--- src/rtl/uart_instr_loader.sv ---
// UART program loader: receives 8N1 bytes, assembles 16/32-bit RV32IC instructions
// little-endian and streams them to the instruction-memory write port. A HALT_WORD
// ends loading with a start pulse. Recovers from framing errors and mid-word idle gaps.
module uart_instr_loader #(
    parameter int unsigned CLK_FREQ_HZ  = 100_000_000,
    parameter int unsigned BAUD         = 115_200,
    parameter int unsigned MEM_BYTES    = 1024,
    parameter logic [31:0] HALT_WORD    = 32'hFFFF_FFFF,
    parameter int unsigned TIMEOUT_BITS = 40
) (
    input  logic        clk,
    input  logic        rst,
    input  logic        rx_serial,
    output logic [31:0] write_instr_data,
    output logic        write_instr_valid,
    output logic        write_is_compressed,
    output logic [31:0] write_byte_address,
    output logic        start,
    output logic        frame_error,
    output logic        sync_lost,
    output logic        busy
);

    localparam int unsigned CLKS_PER_BIT = CLK_FREQ_HZ / BAUD;
    localparam int unsigned HALF_BIT     = CLKS_PER_BIT / 2;
    localparam int unsigned TIMEOUT_CLKS = TIMEOUT_BITS * CLKS_PER_BIT;
    localparam int unsigned AW           = $clog2(MEM_BYTES);
    localparam int unsigned CW           = $clog2(CLKS_PER_BIT + 1);
    localparam int unsigned TW           = $clog2(TIMEOUT_CLKS + 1);

    typedef enum logic [2:0] {StIdle, StStart, StData, StStop, StBreak} rx_state_e;

    rx_state_e         state_q, state_d;
    logic              rx_meta_q, rx_sync_q, rx_prev_q;
    logic [CW-1:0]     cnt_q, cnt_d;
    logic [2:0]        bit_q, bit_d;
    logic [7:0]        shift_q, shift_d;
    logic              byte_done, stop_bad, start_edge;

    logic [1:0]        byte_cnt_q, byte_cnt_d;
    logic [31:0]       instr_q, instr_d;
    logic              comp_q, comp_d;
    logic [AW-1:0]     addr_q, addr_d;
    logic [TW-1:0]     timer_q, timer_d;
    logic [31:0]       word_c;
    logic              comp_now, complete, timeout_hit;

    logic [31:0]       data_q, data_d, addr_out_q, addr_out_d;
    logic              comp_out_q, comp_out_d;
    logic              wr_q, wr_d, start_q, start_d, ferr_q, ferr_d, sync_q, sync_d;

    // Two-flop synchroniser plus edge history; preset high so release is not a start bit.
    always_ff @(posedge clk or negedge rst) begin
        if (!rst) begin
            rx_meta_q <= 1'b1;
            rx_sync_q <= 1'b1;
            rx_prev_q <= 1'b1;
        end else begin
            rx_meta_q <= rx_serial;
            rx_sync_q <= rx_meta_q;
            rx_prev_q <= rx_sync_q;
        end
    end

    // Receiver next-state: start validation at half bit, then bit-centre sampling.
    always_comb begin
        state_d    = state_q;
        cnt_d      = cnt_q;
        bit_d      = bit_q;
        shift_d    = shift_q;
        byte_done  = 1'b0;
        stop_bad   = 1'b0;
        start_edge = 1'b0;
        unique case (state_q)
            StIdle: begin
                if (rx_prev_q && !rx_sync_q) begin
                    start_edge = 1'b1;
                    state_d    = StStart;
                    cnt_d      = '0;
                end
            end
            StStart: begin
                if (cnt_q == CW'(HALF_BIT - 1)) begin
                    cnt_d   = '0;
                    bit_d   = '0;
                    state_d = rx_sync_q ? StIdle : StData;
                end else begin
                    cnt_d = cnt_q + 1'b1;
                end
            end
            StData: begin
                if (cnt_q == CW'(CLKS_PER_BIT - 1)) begin
                    cnt_d   = '0;
                    shift_d = {rx_sync_q, shift_q[7:1]};
                    if (bit_q == 3'd7) state_d = StStop;
                    else               bit_d   = bit_q + 1'b1;
                end else begin
                    cnt_d = cnt_q + 1'b1;
                end
            end
            StStop: begin
                if (cnt_q == CW'(CLKS_PER_BIT - 1)) begin
                    cnt_d = '0;
                    if (rx_sync_q) begin
                        byte_done = 1'b1;
                        state_d   = StIdle;
                    end else begin
                        stop_bad = 1'b1;
                        state_d  = StBreak;
                    end
                end else begin
                    cnt_d = cnt_q + 1'b1;
                end
            end
            StBreak: begin
                if (rx_sync_q) state_d = StIdle;
            end
            default: state_d = StIdle;
        endcase
    end

    // Insert the received byte at its little-endian lane; length is fixed by byte 0.
    always_comb begin
        word_c = instr_q;
        word_c[{byte_cnt_q, 3'b000} +: 8] = shift_q;
        comp_now = (byte_cnt_q == 2'd0) ? (shift_q[1:0] != 2'b11) : comp_q;
        complete = byte_done && ((comp_now && byte_cnt_q == 2'd1) || byte_cnt_q == 2'd3);
        // Only fire between bytes so a timeout never coincides with a byte result.
        timeout_hit = (byte_cnt_q != 2'd0) && (timer_q == TW'(TIMEOUT_CLKS - 1)) &&
                      (state_q == StIdle) && !start_edge;
    end

    // Instruction assembly, address advance and registered strobes.
    always_comb begin
        byte_cnt_d = byte_cnt_q;
        instr_d    = instr_q;
        comp_d     = comp_q;
        addr_d     = addr_q;
        data_d     = data_q;
        addr_out_d = addr_out_q;
        comp_out_d = comp_out_q;
        wr_d       = 1'b0;
        start_d    = 1'b0;
        ferr_d     = 1'b0;
        sync_d     = 1'b0;
        if (byte_cnt_q == 2'd0 || start_edge)          timer_d = '0;
        else if (timer_q != TW'(TIMEOUT_CLKS - 1))      timer_d = timer_q + 1'b1;
        else                                           timer_d = timer_q;

        if (stop_bad) begin
            ferr_d     = 1'b1;
            byte_cnt_d = '0;
        end else if (byte_done) begin
            instr_d = word_c;
            comp_d  = comp_now;
            if (complete) begin
                byte_cnt_d = '0;
                if (!comp_now && word_c == HALT_WORD) begin
                    start_d = 1'b1;
                    addr_d  = '0;
                end else begin
                    wr_d       = 1'b1;
                    data_d     = comp_now ? {16'h0000, word_c[15:0]} : word_c;
                    comp_out_d = comp_now;
                    addr_out_d = 32'(addr_q);
                    addr_d     = addr_q + (comp_now ? AW'(2) : AW'(4));
                end
            end else begin
                byte_cnt_d = byte_cnt_q + 1'b1;
            end
        end else if (timeout_hit) begin
            sync_d     = 1'b1;
            byte_cnt_d = '0;
        end
    end

    // State registers.
    always_ff @(posedge clk or negedge rst) begin
        if (!rst) begin
            state_q    <= StIdle;
            cnt_q      <= '0;
            bit_q      <= '0;
            shift_q    <= '0;
            byte_cnt_q <= '0;
            instr_q    <= '0;
            comp_q     <= 1'b0;
            addr_q     <= '0;
            timer_q    <= '0;
            data_q     <= '0;
            addr_out_q <= '0;
            comp_out_q <= 1'b0;
            wr_q       <= 1'b0;
            start_q    <= 1'b0;
            ferr_q     <= 1'b0;
            sync_q     <= 1'b0;
        end else begin
            state_q    <= state_d;
            cnt_q      <= cnt_d;
            bit_q      <= bit_d;
            shift_q    <= shift_d;
            byte_cnt_q <= byte_cnt_d;
            instr_q    <= instr_d;
            comp_q     <= comp_d;
            addr_q     <= addr_d;
            timer_q    <= timer_d;
            data_q     <= data_d;
            addr_out_q <= addr_out_d;
            comp_out_q <= comp_out_d;
            wr_q       <= wr_d;
            start_q    <= start_d;
            ferr_q     <= ferr_d;
            sync_q     <= sync_d;
        end
    end

    assign write_instr_data    = data_q;
    assign write_instr_valid   = wr_q;
    assign write_is_compressed = comp_out_q;
    assign write_byte_address  = addr_out_q;
    assign start               = start_q;
    assign frame_error         = ferr_q;
    assign sync_lost           = sync_q;
    assign busy                = (state_q != StIdle) || (byte_cnt_q != 2'd0);

endmodule

--- config.mk ---
export PLATFORM = sky130hd
export DESIGN_NAME = uart_instr_loader
export DESIGN_NICKNAME = d
export VERILOG_FILES = /design/src/rtl/uart_instr_loader.sv
export SDC_FILE = /design/constraint.sdc
export NUM_CORES = 1
export LEC_CHECK = 0
export ABC_AREA = 1
export CELL_PAD_IN_SITES_DETAIL_PLACEMENT = 0
export CELL_PAD_IN_SITES_GLOBAL_PLACEMENT = 2
export CORE_ASPECT_RATIO = 2
export CORE_MARGIN = 1
export CORE_UTILIZATION = 35
export DETAILED_ROUTE_END_ITERATION = 6
export PLACE_DENSITY = 0.95
export RECOVER_POWER = 50
export SLEW_MARGIN = 30
export SYNTH_ARGS = -nofsm -noshare
export SYNTH_HDL_FRONTEND = slang
export SYNTH_SLANG_ARGS = --single-unit
--- constraint.sdc ---
create_clock -name clk -period 6.5 [get_ports clk]
set_input_delay 1.3 -clock clk [delete_from_list [all_inputs] [get_ports clk]]
set_output_delay 1.3 -clock clk [all_outputs]
set_load 0.05 [all_outputs]
==> results of run 1 <==
layout make-up:
| cell class | count | share of cell area [%] |
|---|---|---|
| clock inverters | 9 | 2.42 |
| flip-flops and latches | 133 | 40.8 |
| well taps | 259 | 3.97 |
| inverters | 100 | 4.60 |
| repair buffers | 53 | 6.30 |
| clock buffers | 23 | 5.73 |
| multi-input cells | 646 | 36.2 |
Yosys cell counts, types with 3 or more instances:
master and n:
nand2_1 327, dfrtp_1 130, inv_1 97, o21ai_0 73, nor2_1 62, nand3_1 53, nand4_1 26, buf_4 25
a21oi_1 20, clkbuf_1 16, ha_1 13, nor3_1 9, o21ai_1 7, buf_6 4, nor4_1 4, clkinv_1 3
dfstp_2 3, nand3b_1 3, o22ai_1 3, xnor2_1 3, xor2_1 3
layer usage:
layer	vias up	part of all wire (%)
met4	0	4.0
met3	42	2.1
met2	109	57
li1	2939	-
met5	-	0
met1	2731	37
registers in the layout, indices dropped and copies added (netlist names):
signal and count:
write_instr_data 32, write_byte_address 9, shift_q 8, byte_cnt_q 2, sync_lost 1, write_is_compressed 1
rx_prev_q 1, instr_q 32, cnt_q 10, frame_error 1, bit_q 3, addr_q 9
comp_q 1, rx_meta_q 1, rx_sync_q 1, start 1, write_instr_valid 1, state_q 3
timer_q 16
through the flow:
stage | hold slack [ns] | setup WS [ns]
final | 0.360 | 2.18
after CTS | 0.357 | 2.62
after detailed placement | 0.348 | 2.67
after floorplan | 0.345 | 3.37
after global routing | 0.363 | 1.47
after global placement | 0.347 | 2.73
cell families (layout without fill, tap and decap cells):
family / after synthesis / count (layout)
buffers and inverters: 147 / 185
muxes: 1 / 1
DFF: 133 / 133
and+or+nand+nor: 491 / 491
adders and majority gates: 14 / 14
xor gates and xnor gates: 6 / 6
other: 1 / 23
AOI/OAI and AO/OA: 111 / 111
power groups by stage:
stage / sequential, mW / combinational, mW / clock (mW)
6_report: 0.864 / 0.224 / 1.09
4_1_cts: 0.864 / 0.230 / 1.12
2_1_floorplan: 0.873 / 0.171 / 0
3_5_place_dp: 0.878 / 0.230 / 0
5_1_grt: 0.865 / 0.252 / 1.15
3_3_place_gp: 0.878 / 0.229 / 0
worst paths after layout:
| path | endpoint | depth (start not counted) |
|---|---|---|
| worst max-delay path | instr_q[23]$_DFFE_PN0P_ | 2 |
| worst min-delay path | rx_sync_q$_DFF_PN1_ | 0 |
| worst max register to register | write_instr_data[2]$_DFFE_PN0P_ | 13 |
| worst min register to register | rx_sync_q$_DFF_PN1_ | 0 |
| max in group clk | write_instr_data[2]$_DFFE_PN0P_ | 13 |
| min in group asynchronous | write_instr_data[6]$_DFFE_PN0P_ | 1 |
==> results_dict.tcl, run 1 <==
set metrics [dict create \
    grt_pass1_wl_um 30400 \
    max_stage_delay_ns 2.26 \
    cp-end-kind "async pin" \
    yosys_warnings 0 \
    synthTopCellsByArea "dfrtp_1 (47%), nand2_1 (18%), o21ai_0 (5.3%)" \
    coreArea_mm2 0.0193 \
    seqPwrFrac_pct 39.6 \
    final_common_cell "nand2_1" \
    finalSetupViolations 0 \
    layout.cells.non_filler 1223 \
    gr-usage-all-layers_pct 20.0 \
    placed_area_mm2 0.00751 \
    vias 5821 \
    min_path_type "register to register" \
    hp-start "rx_meta_q$_DFF_PN1_" \
    root_buffer "clkbuf_16" \
    drt-initial-drc-count 290 \
    ant_nets 0 \
    postCtsHoldBufs 0 \
    async_flop_share_pct 100 \
    power_leakage_nw 3.90 \
    grt_pass1_vias 5932 \
    synth_xor_xnor_area_share_pct 0.763 \
    seqCellArea_mm2 0.00333 \
    synth-adder-area-share_pct 2.65 \
    fmax_ghz 0.231 \
    drive_above_1_share_pct 4.05 \
    run_status "finished, violations left" \
    num-fill-cells 2037 \
    period_share_pct 66.5 \
    postCtsSetupRepairBufs 0 \
    crit_path_max_fanout 79 \
    total_power_mw 2.18 \
    layout_common_cells "nand2_1 (327), dfrtp_1 (130), inv_1 (97)" \
    grt.busiest_layer "met2" \
    dr.pass1.iters 4 \
    worstPathRequired_ns 6.34 \
    hold_violations 0 \
    cp-startpoint "rst" \
    pwr-share-comb_pct 10.3 \
    drv_slew 56 \
    cts_tree "built" \
    h-tree-depth 4 \
    r2r_slack_ns 2.40 \
    gr-usage-met2_pct 37.6 \
    synth_simple_gate_area_share_pct 29.7 \
    cts_sinks 133 \
    violations "capacitance limit, slew limit" \
    gp_congestion 0.876 \
    cts.clk_slew.worst_paths_ns 0.06 \
    die-area_mm2 0.0203 \
    tightest_slew_ns 3.11 \
    maxSlewHeadroom_pct -107 \
    place_inst 1191 \
    die_w_um 101 \
    die_y_um 200 \
    grt_setup_unrepaired "no" \
    yosysTopAreaCell "dfrtp_1" \
    syn_to_final_growth_pct 18.6 \
    viasPerCell 4.76 \
    totalWireLength_um 18500 \
    crit_arrival_ns 4.17 \
    postSynthAreaPerCell_um2 7.62 \
    crit_slowest_cell "clkbuf_1" \
    crit_path_start_kind "input port" \
    regToRegStartpoint "byte_cnt_q[0]$_DFFE_PN0P_" \
    grt_overflow_total 0 \
    power.share.switching_pct 25.0 \
    ir_worst_vdd_mv 0.143 \
    fin_area_mm2 0.00816 \
    synth_top_family_by_area "simple AND/OR/NAND/NOR gates" \
    critical_path_class "input port to async pin" \
    synth.distinct_cells 39 \
    p_switching_mw 0.544 \
    synth_edf_count 0 \
    drv_cap 1 \
    syn_area_mm2 0.00689 \
    ys_ff_latch 133 \
    seq_area_frac_synth_pct 48.4 \
    cts_made_buffers 17 \
    antennaDiodeCount 0 \
    insertion_delay_ns 0.43 \
    synthMuxAreaShare_pct 0.164 \
    multiInputGateArea_mm2 0.00295 \
    post-route-util_pct 42.3 \
    layout.nets 968 \
    period_needed_ns 4.32 \
    start_util_pct 35.7 \
    path_cells "buf_6 -> clkbuf_1" \
    hpwl_um 13800 \
    fin_setup_tns_ns 0 \
    numPortBuffers 49 \
    drc 0 \
    syn_inst 904 \
    detail_route.wl_per_cell_um 15.1 \
    clk_path_buf_depth 2 \
    internal-power_mw 1.64 \
    cp_top_family "buffers and inverters" \
    ys.flop_type "dfrtp_1" \
    grt_max_degree 80 \
    antenna_found_initial 0 \
    skew_ns 0.0117 \
    powerDensity_mw_per_mm2 267 \
    cts-resized-gates 0 \
    cp_num_buf_inv 2 \
    synth_compound_area_share_pct 8.43 \
    global_route.usage.met3_pct 3.18 \
    synth_top_area_share_pct 47.2 \
    pwr-share-clk_pct 50.1 \
    gr-usage-met1_pct 20.4 \
    rows 72 \
    num_io_pins 73 \
]
No activity file was read; power rests on OpenSTA's default activity.
==> inputs of run 2 (changes only) <==
CORE_UTILIZATION = 33   (was 35)
PLACE_DENSITY = 0.91   (was 0.95)
clock period = 4.1 ns   (was 6.5 ns; I/O delays follow)
==> run 2 against run 1 <==
Net effect: the flow still finishes with violations (capacitance limit, slew limit); first-iteration DRC count fell by 4.1%; combinational power rose by 59%; routed wire length rose by 0.47%; die area rose by 6.0%; via count barely moved; hold slack improved by 0.00063 ns; critical path type is now register to register; highest routed layer unchanged.
==> results_dict.tcl, run 2 (synthesis gave the netlist of run 1 again) <==
set metrics [dict create \
    run_status "finished, violations left" \
    violations "capacitance limit, slew limit" \
    pwr-share-comb_pct 11.6 \
    cts-resized-gates 0 \
    numPortBuffers 49 \
    hold_violations 0 \
    grt_pass1_vias 5883 \
    maxSlewHeadroom_pct -38.5 \
    drv_cap 2 \
    crit_path_max_fanout 44 \
    start_util_pct 33.7 \
    skew_ns 0.00692 \
    setup_ws_ns 0.628 \
    die_w_um 104 \
    grt_setup_unrepaired "no" \
    postCtsHoldBufs 0 \
    viasPerCell 4.73 \
    crit_arrival_ns 3.75 \
    crit_path_start_kind "register" \
    powerDensity_mw_per_mm2 383 \
    seqPwrFrac_pct 44.6 \
    grt_overflow_total 0 \
    num_io_pins 73 \
    fin_setup_tns_ns 0 \
    ir_worst_vdd_mv 0.197 \
    finalSetupViolations 0 \
    final_common_cell "nand2_1" \
    antenna_found_initial 0 \
    insertion_delay_ns 0.42 \
    pwr-share-clk_pct 43.9 \
    die-area_mm2 0.0215 \
    critical_path_class "register to register" \
    layout.nets 971 \
    drt-initial-drc-count 278 \
    dr.pass1.iters 4 \
    clk_path_buf_depth 2 \
    power.share.switching_pct 27.6 \
    syn_to_final_growth_pct 16.6 \
    antennaDiodeCount 0 \
    root_buffer "clkbuf_16" \
    power_leakage_nw 3.85 \
    gp_congestion 0.835 \
    coreArea_mm2 0.0205 \
    cp-end-kind "register" \
    cts_tree "built" \
    post-route-util_pct 39.3 \
    num-fill-cells 2156 \
    drv_slew 132 \
    die_y_um 206 \
    hpwl_um 13900 \
    drc 0 \
    tightest_slew_ns 2.08 \
    placed_area_mm2 0.00756 \
    p_switching_mw 0.848 \
    cts_made_buffers 17 \
    detail_route.wl_per_cell_um 15.1 \
    place_ws_ns 0.655 \
    cts.clk_slew.worst_paths_ns 0.06 \
    internal-power_mw 2.23 \
    cts_sinks 133 \
    rows 74 \
    layout_common_cells "nand2_1 (327), dfrtp_1 (130), inv_1 (97)" \
    gr-usage-all-layers_pct 18.3 \
    fmax_ghz 0.288 \
    h-tree-depth 4 \
    fin_area_mm2 0.00803 \
    grt_pass1_wl_um 30000 \
    totalWireLength_um 18600 \
    min_path_type "register to register" \
    period_needed_ns 3.47 \
    r2r_slack_ns 0.63 \
    grt_max_degree 84 \
    worstPathRequired_ns 4.37 \
    postCtsSetupRepairBufs 0 \
    drive_above_1_share_pct 4.25 \
    vias 5816 \
    period_share_pct 84.7 \
    ant_nets 0 \
]
[run 2: changes by cell type in the layout (fill, tap and decap cells not counted), sizes merged]
| cell | previous run | this run |
|---|---|---|
| clkinvlp | 1 | 0 |
| buf | 3 | 5 |
| bufinv | 6 | 0 |
| clkinv | 5 | 9 |
| clkbuf | 25 | 26 |
[run 2: area by class of cell]
class / instances / area (um^2) / area share [%]
flip-flops and latches: 133 / 3330 / 41.5
multi-input cells: 646 / 2950 / 36.8
repair buffers: 56 / 532 / 6.62
clock buffers: 23 / 478 / 5.95
inverters: 100 / 375 / 4.67
well taps: 266 / 333 / 4.14
clock inverters: 6 / 30.0 / 0.374
[run 2: critical path, cell delays in order (launching register included)]
cell	delay (ns)
dfrtp_1	0.61
inv_1	0.19
ha_1	0.52
nor2_1	0.36
nand3_1	0.19
nand2_1	0.14
nand2_1	0.12
inv_1	0.15
nand3_1	0.16
nor2_1	0.17
nand2_1	0.10
nand2_2	0.07
buf_4	0.33
o21ai_0	0.16
[run 2: worst paths after layout]
kind / startpoint / depth (start not counted) / end
min: rx_meta_q$_DFF_PN1_ / 0 / rx_sync_q$_DFF_PN1_
max: byte_cnt_q[0]$_DFFE_PN0P_ / 13 / write_instr_data[0]$_DFFE_PN0P_
min reg2reg: rx_meta_q$_DFF_PN1_ / 0 / rx_sync_q$_DFF_PN1_
min in group asynchronous: rst / 1 / write_instr_data[1]$_DFFE_PN0P_
max reg2reg: byte_cnt_q[0]$_DFFE_PN0P_ / 13 / write_instr_data[0]$_DFFE_PN0P_
max in group asynchronous: rst / 2 / instr_q[20]$_DFFE_PN0P_
[run 2: power groups by stage]
stage	sequential, mW	combinational, mW	clock (mW)
6_report	1.37	0.356	1.35
4_1_cts	1.37	0.367	1.39
3_3_place_gp	1.39	0.364	0
2_1_floorplan	1.38	0.271	0
5_1_grt	1.37	0.399	1.44
3_5_place_dp	1.39	0.366	0
[run 2: stage by stage]
step                hold slack, ns  power (mW)  cells
floorplan                    0.345        1.66    926
global placement             0.346        1.76   1201
detailed placement           0.347        1.76   1201
CTS                          0.356        3.13   1230
global route                 0.368        3.21   1230
finish                       0.361        3.07   1230
[run 2: layer usage]
metal | part of all wire [%] | global-route usage (%)
met1 | 36 | 17.4
met2 | 57 | 36.3
met3 | 2.2 | 2.84
met4 | 4.6 | 10.5
met5 | 0 | 0
